===== config.mk =====
export PLATFORM = sky130hd
export DESIGN_NAME = axi_rd_responder
export DESIGN_NICKNAME = d
export VERILOG_FILES = /design/src/rtl/axi_rd_responder_pkg.sv /design/src/rtl/axi_rd_latency_ctr.sv /design/src/rtl/axi_rd_responder.sv
export SDC_FILE = /design/constraint.sdc
export NUM_CORES = 1
export LEC_CHECK = 0
export CAP_MARGIN = 40
export CORE_ASPECT_RATIO = 2
export CORE_MARGIN = 8
export CORE_UTILIZATION = 40
export DETAILED_ROUTE_END_ITERATION = 8
export PLACE_DENSITY_LB_ADDON = 0.1
export SYNTH_ARGS = -nofsm -noshare
export SYNTH_HDL_FRONTEND = slang
export SYNTH_SLANG_ARGS = --single-unit

===== constraint.sdc =====
create_clock -name clock -period 2.14 [get_ports clock]
set_input_delay 0.642 -clock clock [delete_from_list [all_inputs] [get_ports clock]]
set_output_delay 0.642 -clock clock [all_outputs]
set_load 0.005 [all_outputs]

===== src/rtl/axi_rd_responder_pkg.sv =====
// axi_rd_responder_pkg: shared types and constants for the AXI-lite read responder
package axi_rd_responder_pkg;
  localparam int ADDR_W = 32;
  localparam int DATA_W = 64;
  localparam logic [1:0] RESP_OKAY = 2'b00;
  localparam logic [1:0] RESP_SLVERR = 2'b10;
  typedef enum logic [1:0] {IDLE, ISSUE, WAIT, RESP} state_t;
endpackage


===== src/rtl/axi_rd_latency_ctr.sv =====
// axi_rd_latency_ctr: loadable 4-bit down-counter modelling memory latency
module axi_rd_latency_ctr #(
  parameter int unsigned LATENCY = 2
) (
  input  logic clk,
  input  logic rst,
  input  logic load,
  input  logic en,
  output logic done
);
  logic [3:0] cnt;
  always_ff @(posedge clk) begin
    if (rst) cnt <= '0;
    else if (load) cnt <= 4'(LATENCY);
    else if (en && cnt != '0) cnt <= cnt - 4'd1;
  end
  assign done = (cnt == 4'd1) || (LATENCY == 0);
endmodule


===== src/rtl/axi_rd_responder.sv =====
// axi_rd_responder: single-outstanding AXI-lite read responder over a synchronous 64-bit memory
module axi_rd_responder
  import axi_rd_responder_pkg::*;
#(
  parameter int unsigned LATENCY   = 2,
  parameter logic [31:0] BASE_ADDR = 32'h8000_0000,
  parameter logic [31:0] MEM_BYTES = 32'h0800_0000
) (
  input  logic              clock,
  input  logic              reset,
  input  logic [ADDR_W-1:0] io_araddr,
  input  logic              io_arvalid,
  output logic              io_arready,
  output logic              io_rvalid,
  input  logic              io_rready,
  output logic [DATA_W-1:0] io_rdata,
  output logic [1:0]        io_rresp,
  output logic              io_mem_en,
  output logic [ADDR_W-1:0] io_mem_addr,
  input  logic [DATA_W-1:0] io_mem_rdata
);
  state_t state, state_nx;
  logic [ADDR_W-1:3] addr_q;
  logic [DATA_W-1:0] rdata_q;
  logic [1:0] resp_q;
  logic cap_q, live_q, ar_hs, r_hs, in_range, done;
  assign io_arready = live_q && state == IDLE;
  assign io_rvalid = state == RESP;
  assign ar_hs = io_arvalid && io_arready;
  assign r_hs = io_rvalid && io_rready;
  assign in_range = (io_araddr >= BASE_ADDR) && (io_araddr - BASE_ADDR < MEM_BYTES);
  assign io_mem_en = state == ISSUE;
  assign io_mem_addr = {addr_q, 3'b000};
  // memory data lands the cycle after ISSUE; forward it live so LATENCY==0 responds without a bubble
  assign io_rdata = cap_q ? io_mem_rdata : rdata_q;
  assign io_rresp = resp_q;
  axi_rd_latency_ctr #(.LATENCY(LATENCY)) u_ctr (
    .clk (clock),
    .rst (reset),
    .load(state == ISSUE),
    .en  (state == WAIT),
    .done(done)
  );
  always_comb begin
    state_nx = state;
    case (state)
      IDLE:    state_nx = ar_hs ? (in_range ? ISSUE : RESP) : IDLE;
      ISSUE:   state_nx = done ? RESP : WAIT;
      WAIT:    state_nx = done ? RESP : WAIT;
      default: state_nx = r_hs ? IDLE : RESP;
    endcase
  end
  always_ff @(posedge clock) begin
    if (reset) begin
      state   <= IDLE;
      addr_q  <= '0;
      rdata_q <= '0;
      resp_q  <= RESP_OKAY;
      cap_q   <= 1'b0;
      live_q  <= 1'b0;
    end else begin
      state  <= state_nx;
      live_q <= 1'b1;
      cap_q  <= state == ISSUE;
      if (cap_q) rdata_q <= io_mem_rdata;
      if (ar_hs) begin
        addr_q <= io_araddr[ADDR_W-1:3];
        resp_q <= in_range ? RESP_OKAY : RESP_SLVERR;
        if (!in_range) rdata_q <= '0;
      end
    end
  end
endmodule


==> results_dict.tcl, run 1 <==
set metrics [dict create \
    gr-usage-met3 0.0822 \
    worstHoldPathType "flip-flop to flip-flop" \
    powerDensity_nw_per_um2 621 \
    crit_fanout 6 \
    hold-worst-slack_ns 0.454 \
    p_switching_uw 1030 \
    fin_crit_ns 2.16 \
    timing.final.ws_setup_ns -0.0250 \
    area_delta_synth_final_pct 72.9 \
    cts.clk_slew.worst_paths_ns 0.07 \
    crit_family "buffers and inverters" \
    synth_flop_cell "dfxtp_1" \
    clkPwrFrac 0.338 \
    n_antenna_cell 0 \
    fmax_ghz 0.462 \
    cp-end-kind "output pin" \
    cp_slowest_stage_delay_ns 0.36 \
    worst_ep_arrival_time_ns 1.52 \
    rows 52 \
    dp_hpwl_um 7780 \
    path_cells "buf_12 -> buf_12 -> buf_16 -> mux2_4 -> buf_6" \
    core_sq_um 9950 \
    cts_sinks 102 \
    p_leak_uw 0.00288 \
    dr_total_vias 3426 \
    clk_latency_ns 0.34 \
    cp_common_cell "buf_12" \
    cts_tree "done" \
    layoutNonFillerInstCount 742 \
    synth_commonest_cells "102 x dfxtp_1, 65 x nor2b_1, 64 x mux2_2" \
    drtIter0Drc 106 \
    grt_pass1_vias 3507 \
    power_frac_comb 0.198 \
    top_usage_layer "met2" \
    port_buffers 193 \
    drtPass1Iterations 4 \
    die_h_um 158 \
    synth_top_cells_by_area "dfxtp_1 51%, mux2_2 18%, nor2b_1 10%" \
    gp_congestion 0.750 \
    total_power_uw 4320 \
    ctsLongestPathBuffers 2 \
    die_w_um 86.9 \
    synth_most_common_cell "dfxtp_1" \
    violations "negative setup slack" \
    synth_area_per_cell_sq_um 10.2 \
    ys_async_sr_fraction 0 \
    grtUsageMet1 0.198 \
    via_per_inst 4.62 \
    antenna_found_initial 0 \
    placed_cells 706 \
    swShare 0.239 \
    finish.utilization 0.698 \
    synth-seq-cells 102 \
    numCtsBuffers 9 \
    drc_errors 0 \
    critical_path_buf_inv_count 4 \
    cts-hold-fix-buffers 0 \
    internal_power_uw 3280 \
    num-fill-cells 775 \
    nets 710 \
    ys_seq_area_frac 0.508 \
    rsz0062_at_grt "true" \
    synthCells 392 \
    worstPathRequired_ns 1.50 \
    yosysTopAreaCell "dfxtp_1" \
    wl_um 11800 \
    syn_area_sq_um 4020 \
    wl_per_cell_um 15.9 \
    maxSlewViolCount 0 \
    grt_pass1_wl_um 18000 \
    dp_slack_ns -0.293 \
    io_pins 201 \
    outcome "complete, but fails checks" \
    cp-start-kind "flip-flop" \
    cts.root.buffer_cell "clkbuf_16" \
    start_util 0.404 \
    fin_crit_sh 1.01 \
    synth.distinct_cells 30 \
    ant_nets 0 \
    slowest_stage "dfxtp_4" \
    setup_viol 31 \
    peakVddDrop_mv 0.386 \
    cap_viol_max_count 0 \
    p_seq_frac 0.464 \
    dieArea_sq_um 13700 \
    synth_warnings 0 \
    drive_above_1_share 0.298 \
    met2_usage 0.253 \
    grt_max_degree 65 \
    yosysTopAreaCellShare 0.508 \
    path_class "flip-flop to output pin" \
    synth_edf_count 0 \
    clock_skew_ns 0.00672 \
    hold_violations 0 \
    track_usage 0.167 \
    cts_max_level 3 \
    grt.overflow.total 0 \
]
## layer usage
layer | vias to the layer above | wire (um)
met2 | 138 | 5220
met4 | 0 | 136
li1 | 1706 | -
met5 | - | 0
met3 | 10 | 1360
met1 | 1572 | 5050
## placed cells by master (no fill, tap or decap), drive strengths merged, types with 7 or more instances in the layout
master and count:
a21oi 32, clkbuf 10, nand2 63, ha 7, dfxtp 102, mux2 64
clkdlybuf4s50 127, buf 95, nor2b 65, inv 8
## worst register-to-register path, delay by kind of cell, from the launching register on
family                     cells  cell delay, ns
buffers and inverters          1            0.15
and+or+nand+nor                1            0.42
adders and majority gates      1            0.19
AOI/OAI and AO/OA              2            0.49
DFF                            1            0.34
## per-stage QoR
stage / cell area [sq um] / TNS (ns)
6_report: 6950 / -0.455
3_3_place_gp: 6130 / -17.00
3_5_place_dp: 6130 / -17.25
4_1_cts: 6870 / -1.26
5_1_grt: 6950 / -2.26
2_1_floorplan: 4030 / 0
## state kept, by name, indices dropped and copies added (netlist names)
name	cells
io_rresp	1
u_ctr.cnt	4
cap_q	1
rdata_q	64
state	2
addr_q	29
live_q	1
## path summary, 6_finish.rpt
path | startpoint | end | slack, ns | depth (start not counted)
setup reg to reg | u_ctr.cnt[0] | u_ctr.cnt[0] | 0.50 | 5
hold reg to reg | addr_q[31] | addr_q[31] | 0.45 | 2
hold / removal | addr_q[31] | addr_q[31] | 0.45 | 2
setup / recovery | cap_q | io_rdata[8] | -0.02 | 5
## logic make-up (layout without fill, tap and decap cells)
family / after synthesis / count (layout) / synth area share
other: 1 / 4 / 0.000933
AO/OA/AOI/OAI: 42 / 42 / 0.0685
adder cells (fa/ha/maj): 7 / 7 / 0.0218
multiplexers: 64 / 64 / 0.179
flip-flops: 102 / 102 / 0.508
buffers and inverters: 35 / 247 / 0.0420
AND/OR/NAND/NOR: 141 / 141 / 0.179
## layout make-up
type                            instances  area, sq um  share of cell area
Multi-Input combinational cell        258         2020               0.290
Timing Repair Buffer                  224         2430               0.349
Inverter                                8         30.0             0.00432
Clock buffer                           10          229              0.0330
Sequential cell                       102         2050               0.295
Clock inverter                          5         27.5             0.00396
Tap cell                              135          169              0.0243
## power by group through the flow
stage | Combinational (uW) | Clock, uW | Sequential, uW
2_1_floorplan | 315 | 0 | 2040
3_3_place_gp | 746 | 0 | 2040
3_5_place_dp | 751 | 0 | 2050
4_1_cts | 851 | 1510 | 2000
5_1_grt | 927 | 1570 | 2010
6_report | 856 | 1460 | 2000
## timing repair
item	in CTS	in global routing
endpoints found under the setup margin	65	52
cloned	6	0
setup buffers	12	4
resized for setup	371	11
No activity file was read; power rests on OpenSTA's default activity.
==> run 2, diff against run 1 <==
--- a/config.mk
+++ b/config.mk
@@ -5,6 +5,7 @@
 export SDC_FILE = /design/constraint.sdc
 export NUM_CORES = 1
 export LEC_CHECK = 0
+export ABC_AREA = 1
 export CAP_MARGIN = 40
 export CORE_ASPECT_RATIO = 2
 export CORE_MARGIN = 8
==> run 2 against run 1 <==
Against the previous run: the run now ends clean; sequential power about the same; first-iteration DRC count up 100%; largest cell class unchanged; final cell count up 37%; sequential share of layout area down 0.73 points; sequential cell count unchanged; count of clock-buffer cells in the layout down 1; global-route usage up 2.5 points; maximum frequency up 3.7%; register-to-register slack worse by 0.39 ns.
==> results_dict.tcl, run 2 <==
set metrics [dict create \
    worstHoldPathType "flip-flop to flip-flop" \
    dp_hpwl_um 10500 \
    drtIter0Drc 215 \
    synthXorXnorAreaFrac 0.00203 \
    synth_warnings 0 \
    synth_area_per_cell_sq_um 7.16 \
    internal_power_uw 3320 \
    clkPwrFrac 0.340 \
    yosysTopAreaCell "dfxtp_1" \
    path_class "input pin to output pin" \
    cp-start-kind "input pin" \
    synthAdderAreaFrac 0.0203 \
    dr_total_vias 4475 \
    placed_cells 974 \
    yosysTopAreaCellShare 0.474 \
    via_per_inst 4.40 \
    power_frac_comb 0.211 \
    synth_flop_cell "dfxtp_1" \
    hold-worst-slack_ns 0.464 \
    hold_violations 0 \
    ys_seq_area_frac 0.474 \
    fin_crit_sh 0.976 \
    core_sq_um 10500 \
    outcome "complete, no violations" \
    worstPathRequired_ns 1.50 \
    dp_slack_ns -0.414 \
    ctsLongestPathBuffers 2 \
    drive_above_1_share 0.275 \
    cts_max_level 3 \
    cap_viol_max_count 0 \
    io_pins 201 \
    clk_latency_ns 0.34 \
    synth-seq-cells 102 \
    finish.utilization 0.679 \
    synth-simple-area-share 0.198 \
    cts_tree "done" \
    gp_congestion 0.769 \
    rsz0062_at_grt "true" \
    synth_top_family_by_area "simple AND/OR/NAND/NOR gates" \
    track_usage 0.191 \
    synth_compound_area_frac 0.120 \
    grt_pass1_wl_um 21600 \
    antenna_found_initial 0 \
    timing.final.ws_setup_ns 0.0521 \
    fin_crit_ns 2.09 \
    grt.overflow.total 0 \
    drtPass1Iterations 4 \
    ant_nets 0 \
    synthCells 602 \
    cts-hold-fix-buffers 0 \
    min_path_cells 2 \
    area_delta_synth_final_pct 65.3 \
    die_w_um 89.4 \
    num-fill-cells 960 \
    dieArea_sq_um 14500 \
    peakVddDrop_mv 0.534 \
    clock_skew_ns 0.00640 \
    final_cell_mix "141 x inv_1, 128 x nand2_1, 124 x clkdlybuf4s50_1" \
    cts.clk_slew.worst_paths_ns 0.07 \
    crit_fanout 2 \
    drc_errors 0 \
    p_seq_frac 0.450 \
    r2r_start "cap_q" \
    die_h_um 163 \
    ys_async_sr_fraction 0 \
    reg_top3 "rdata_q: 64 flops, addr_q: 29 flops, u_ctr.cnt: 4 flops" \
    grt_pass1_vias 4572 \
    wl_um 14000 \
    start_util 0.411 \
    cts_sinks 102 \
    p_switching_uw 1180 \
    rows 53 \
    synth_edf_count 0 \
    syn_area_sq_um 4310 \
    cts.root.buffer_cell "clkbuf_16" \
    p_leak_uw 0.00374 \
    grt_max_degree 47 \
    setup_viol 0 \
    maxSlewViolCount 0 \
    synth_commonest_cells "141 x inv_1, 131 x nand2_1, 102 x dfxtp_1" \
    ff2ff_path_depth 12 \
    fmax_ghz 0.479 \
    total_power_uw 4500 \
    cp-startpoint "io_mem_rdata[11]" \
    synthMuxAreaShare 0 \
    n_antenna_cell 0 \
    swShare 0.263 \
    nets 981 \
    top_register "rdata_q" \
    largest_register_ffs 64 \
    synth_most_common_cell "inv_1" \
    hp-start "addr_q[25]" \
    layoutNonFillerInstCount 1016 \
    powerDensity_nw_per_um2 633 \
    wl_per_cell_um 13.8 \
    cp-end-kind "output pin" \
    synth.distinct_cells 25 \
    layout_commonest_cell "inv_1" \
    numCtsBuffers 9 \
    worst_ep_arrival_time_ns 1.45 \
    port_buffers 193 \
    synth_top_cells_by_area "dfxtp_1 47%, inv_1 12%, nand2_1 11%" \
]
## run 2: critical path, stage by stage
cell	delay, ns
clkdlybuf4s50_1	0.46
inv_1	0.04
nand2_1	0.04
o21ai_1	0.07
inv_1	0.07
buf_2	0.12
## run 2: power groups by stage
| stage | sequential (uW) | combinational (uW) | clock, uW |
|---|---|---|---|
| after floorplan | 2060 | 361 | 0 |
| after global placement | 2060 | 931 | 0 |
| after detailed placement | 2060 | 951 | 0 |
| after CTS | 2020 | 947 | 1560 |
| after global routing | 2030 | 1050 | 1640 |
| final | 2030 | 949 | 1530 |
## run 2: path summary, 6_finish.rpt
check | end | slack [ns]
setup / recovery | io_rdata[11] | 0.05
hold / removal | addr_q[25] | 0.46
setup reg to reg | rdata_q[15] | 0.11
hold reg to reg | addr_q[25] | 0.46
## run 2: timing repair
item / in CTS / in global routing
setup buffers: 25 / 1
pin swaps: 0 / 1
cloned: 0 / 1
resized for setup: 305 / 52
setup endpoints to repair: 65 / 34
## run 2: area by class of cell
class / count / area, sq um / area share
multi-input cells: 325 / 1630 / 0.230
clock inverters: 7 / 47.5 / 0.00668
inverters: 144 / 543 / 0.0763
flip-flops and latches: 102 / 2050 / 0.288
clock buffers: 9 / 225 / 0.0316
repair buffers: 292 / 2450 / 0.344
well taps: 137 / 171 / 0.0241
## run 2: layer usage
layer  GRT usage  up-vias  routed length (um)
met2       0.364      143                7840
met1       0.178     2007                4770
met3      0.0495       25                 943
li1            -     2300                   -
met5           0        -                   0
met4      0.0877        0                 451
## run 2: per-stage QoR
step	TNS [ns]	area (sq um)
floorplan	0	4320
global placement	-22.23	6780
detailed placement	-22.93	6780
CTS	-0.359	7070
global route	-0.0150	7120
finish	0	7120
## run 2: logic make-up (layout without fill, tap and decap cells)
logic type               Yosys count  count (layout)
AND/OR/NAND/NOR                  210             210
buffers and inverters            178             452
AO/OA/AOI/OAI                    103             103
flip-flops                       102             102
adder cells (fa/ha/maj)            7               7
other                              1               4
XOR/XNOR                           1               1
==> patch (flow settings as in run 2) <==
Change the package constant `ADDR_W` from 32 to 40.
--- a/src/rtl/axi_rd_responder_pkg.sv
+++ b/src/rtl/axi_rd_responder_pkg.sv
@@ -1,6 +1,6 @@
 // axi_rd_responder_pkg: shared types and constants for the AXI-lite read responder
 package axi_rd_responder_pkg;
-  localparam int ADDR_W = 32;
+  localparam int ADDR_W = 40;
   localparam int DATA_W = 64;
   localparam logic [1:0] RESP_OKAY = 2'b00;
   localparam logic [1:0] RESP_SLVERR = 2'b10;
Ports: changed (resized io_araddr and io_mem_addr); port bits go from 201 to 217. No check against the original RTL was run, so the function may have changed too.
==> patch against run 2 <==
Die area increased by 9.0%. Non-clock buffer count grew 41. Combinational power up 14%. Count of clock-buffer cells in the layout is 1 higher. Routed wire length is 8.5% higher. Largest cell class unchanged. Critical endpoint is now io_rdata[29]. First-iteration DRC count decreased by 29%. Sequential cell count is 8 higher. Cell area up 13%. Power up 10%. Worst hold slack better by 0.0041 ns. Clock power increased by 10%. Worst setup slack worse by 0.013 ns. Area after synthesis up 10%. Global-route usage fell by 0.45 points.
==> patch: results <==
group,metric,value,unit
run_status,status,"finished clean",
synthesis,synth_common_cells,"nand2_1 (148), inv_1 (145), dfxtp_1 (110)",
finish,reg.largest.list,"rdata_q: 64 flops, addr_q: 37 flops, u_ctr.cnt: 4 flops",
global_route,track_usage,18.7,%
place,pre_cts_ws,-0.400,ns
power,vdd_drop_max,0.000453,V
clocking,clkLatencyLatePin,0.34,ns
synthesis,ys_seq_area_share,46.3,%
drt,drtPass1Iterations,6,
timing,fin_skew,0.00877,ns
place,gp_congestion,0.767,
place,dp.final_hpwl,10900,µm
clocking,cts.path.max_buffers,2,
place,port_buffers,209,
global_route,grt_pass1_vias,5203,
drt,first_iter_violations,152,
global_route,grt_max_degree,59,
synthesis,synthTopCellsByArea,"dfxtp_1 (46%), nand2_1 (12%), inv_1 (11%)",
finish,diodes,0,
drt,post_drt_wl_per_cell,13.7,µm
place,dpl_cell_area,7520,µm²
clocking,htreeDepth,3,
power,leakage,4.10,nW
place,dp.cells,1056,
drt,vias_per_cell,4.49,
synthesis,synth_cell_types,25,
clocking,clkTransAtPathRegs,0.07,ns
global_route,grt_pass1_wl,24100,µm
synthesis,synth-async-reset-ratio,0,%
drt,routed_wl,15200,µm
synthesis,ys.warnings.count,0,
clocking,cts_made_buffers,9,
min_path,holdCritPathClass,"reg -> reg",
finish,drive_gt1_share,34.3,%
synthesis,syn_inst,649,
[patch: cell types whose count changed in the layout (fill, tap and decap cells not counted), sizes merged, moves of 3 or more]
cell           before  now
dfxtp             102  110
buf               155  183
clkdlybuf4s50     124  139
nand2             135  151
nor2               69   74
o21ai              67   72
a21oi              36   41
inv               147  150
[patch: layout make-up]
class	instances	area [µm²]
fill	1016	3630
timing repair buffer	333	2830
sequential	110	2210
multi-input combinational	359	1990
inverter	148	556
clock buffer	10	239
tap	145	181
clock inverter	6	66.3
[patch: per-stage QoR]
stage / util, % / setup TNS [ns]
6_report: 69.0 / 0
5_1_grt: 69.0 / -0.0319
4_1_cts: 68.2 / -0.670
3_5_place_dp: 64.2 / -33.38
3_3_place_gp: 64.2 / -32.05
2_1_floorplan: - / 0
[patch: logic make-up (layout without fill, tap and decap cells)]
family                   count (synthesis)  after routing  synth area share (%)
adder cells (fa/ha/maj)                  8              8                  2.10
other                                    1              4                0.0788
buffers and inverters                  183            497                  16.5
flip-flops                             110            110                  46.3
AO/OA/AOI/OAI                          113            113                  11.9
AND/OR/NAND/NOR                        234            234                  23.1
[patch: power by group]
group          leakage (nW)  switching, mW  internal [mW]
combinational          3.05          0.462          0.621
sequential            0.894         0.0464           2.14
clock                 0.154          0.741          0.949
[patch: worst paths after layout]
path / from / end / slack (ns) / depth (start not counted)
setup / recovery: io_mem_rdata[29] / io_rdata[29] / 0.04 / 6
hold / removal: addr_q[11] / addr_q[11] / 0.47 / 2
setup reg to reg: cap_q / rdata_q[25] / 0.06 / 12
hold reg to reg: addr_q[11] / addr_q[11] / 0.47 / 2
[patch: critical path, cell delays in order]
cell             delay (ns)
clkdlybuf4s50_1        0.47
inv_1                  0.05
nand2_2                0.06
o21ai_2                0.07
inv_1                  0.07
buf_2                  0.11
[patch: what timing repair did]
| item | in CTS | in global routing |
|---|---|---|
| endpoints found under the setup margin | 65 | 37 |
| pin swaps | 0 | 1 |
| gates resized for setup | 325 | 60 |
| hold buffers | 0 | 0 |
| cloned | 0 | 2 |
| setup buffers | 35 | 3 |
[patch: metal layers]
layer / GRT usage (%) / vias up / routed length [µm]
met1: 17.4 / 2249 / 5350
met4: 8.83 / 0 / 544
li1: - / 2545 / -
met3: 6.62 / 33 / 1200
met2: 34.7 / 162 / 8100
met5: 0 / - / 0
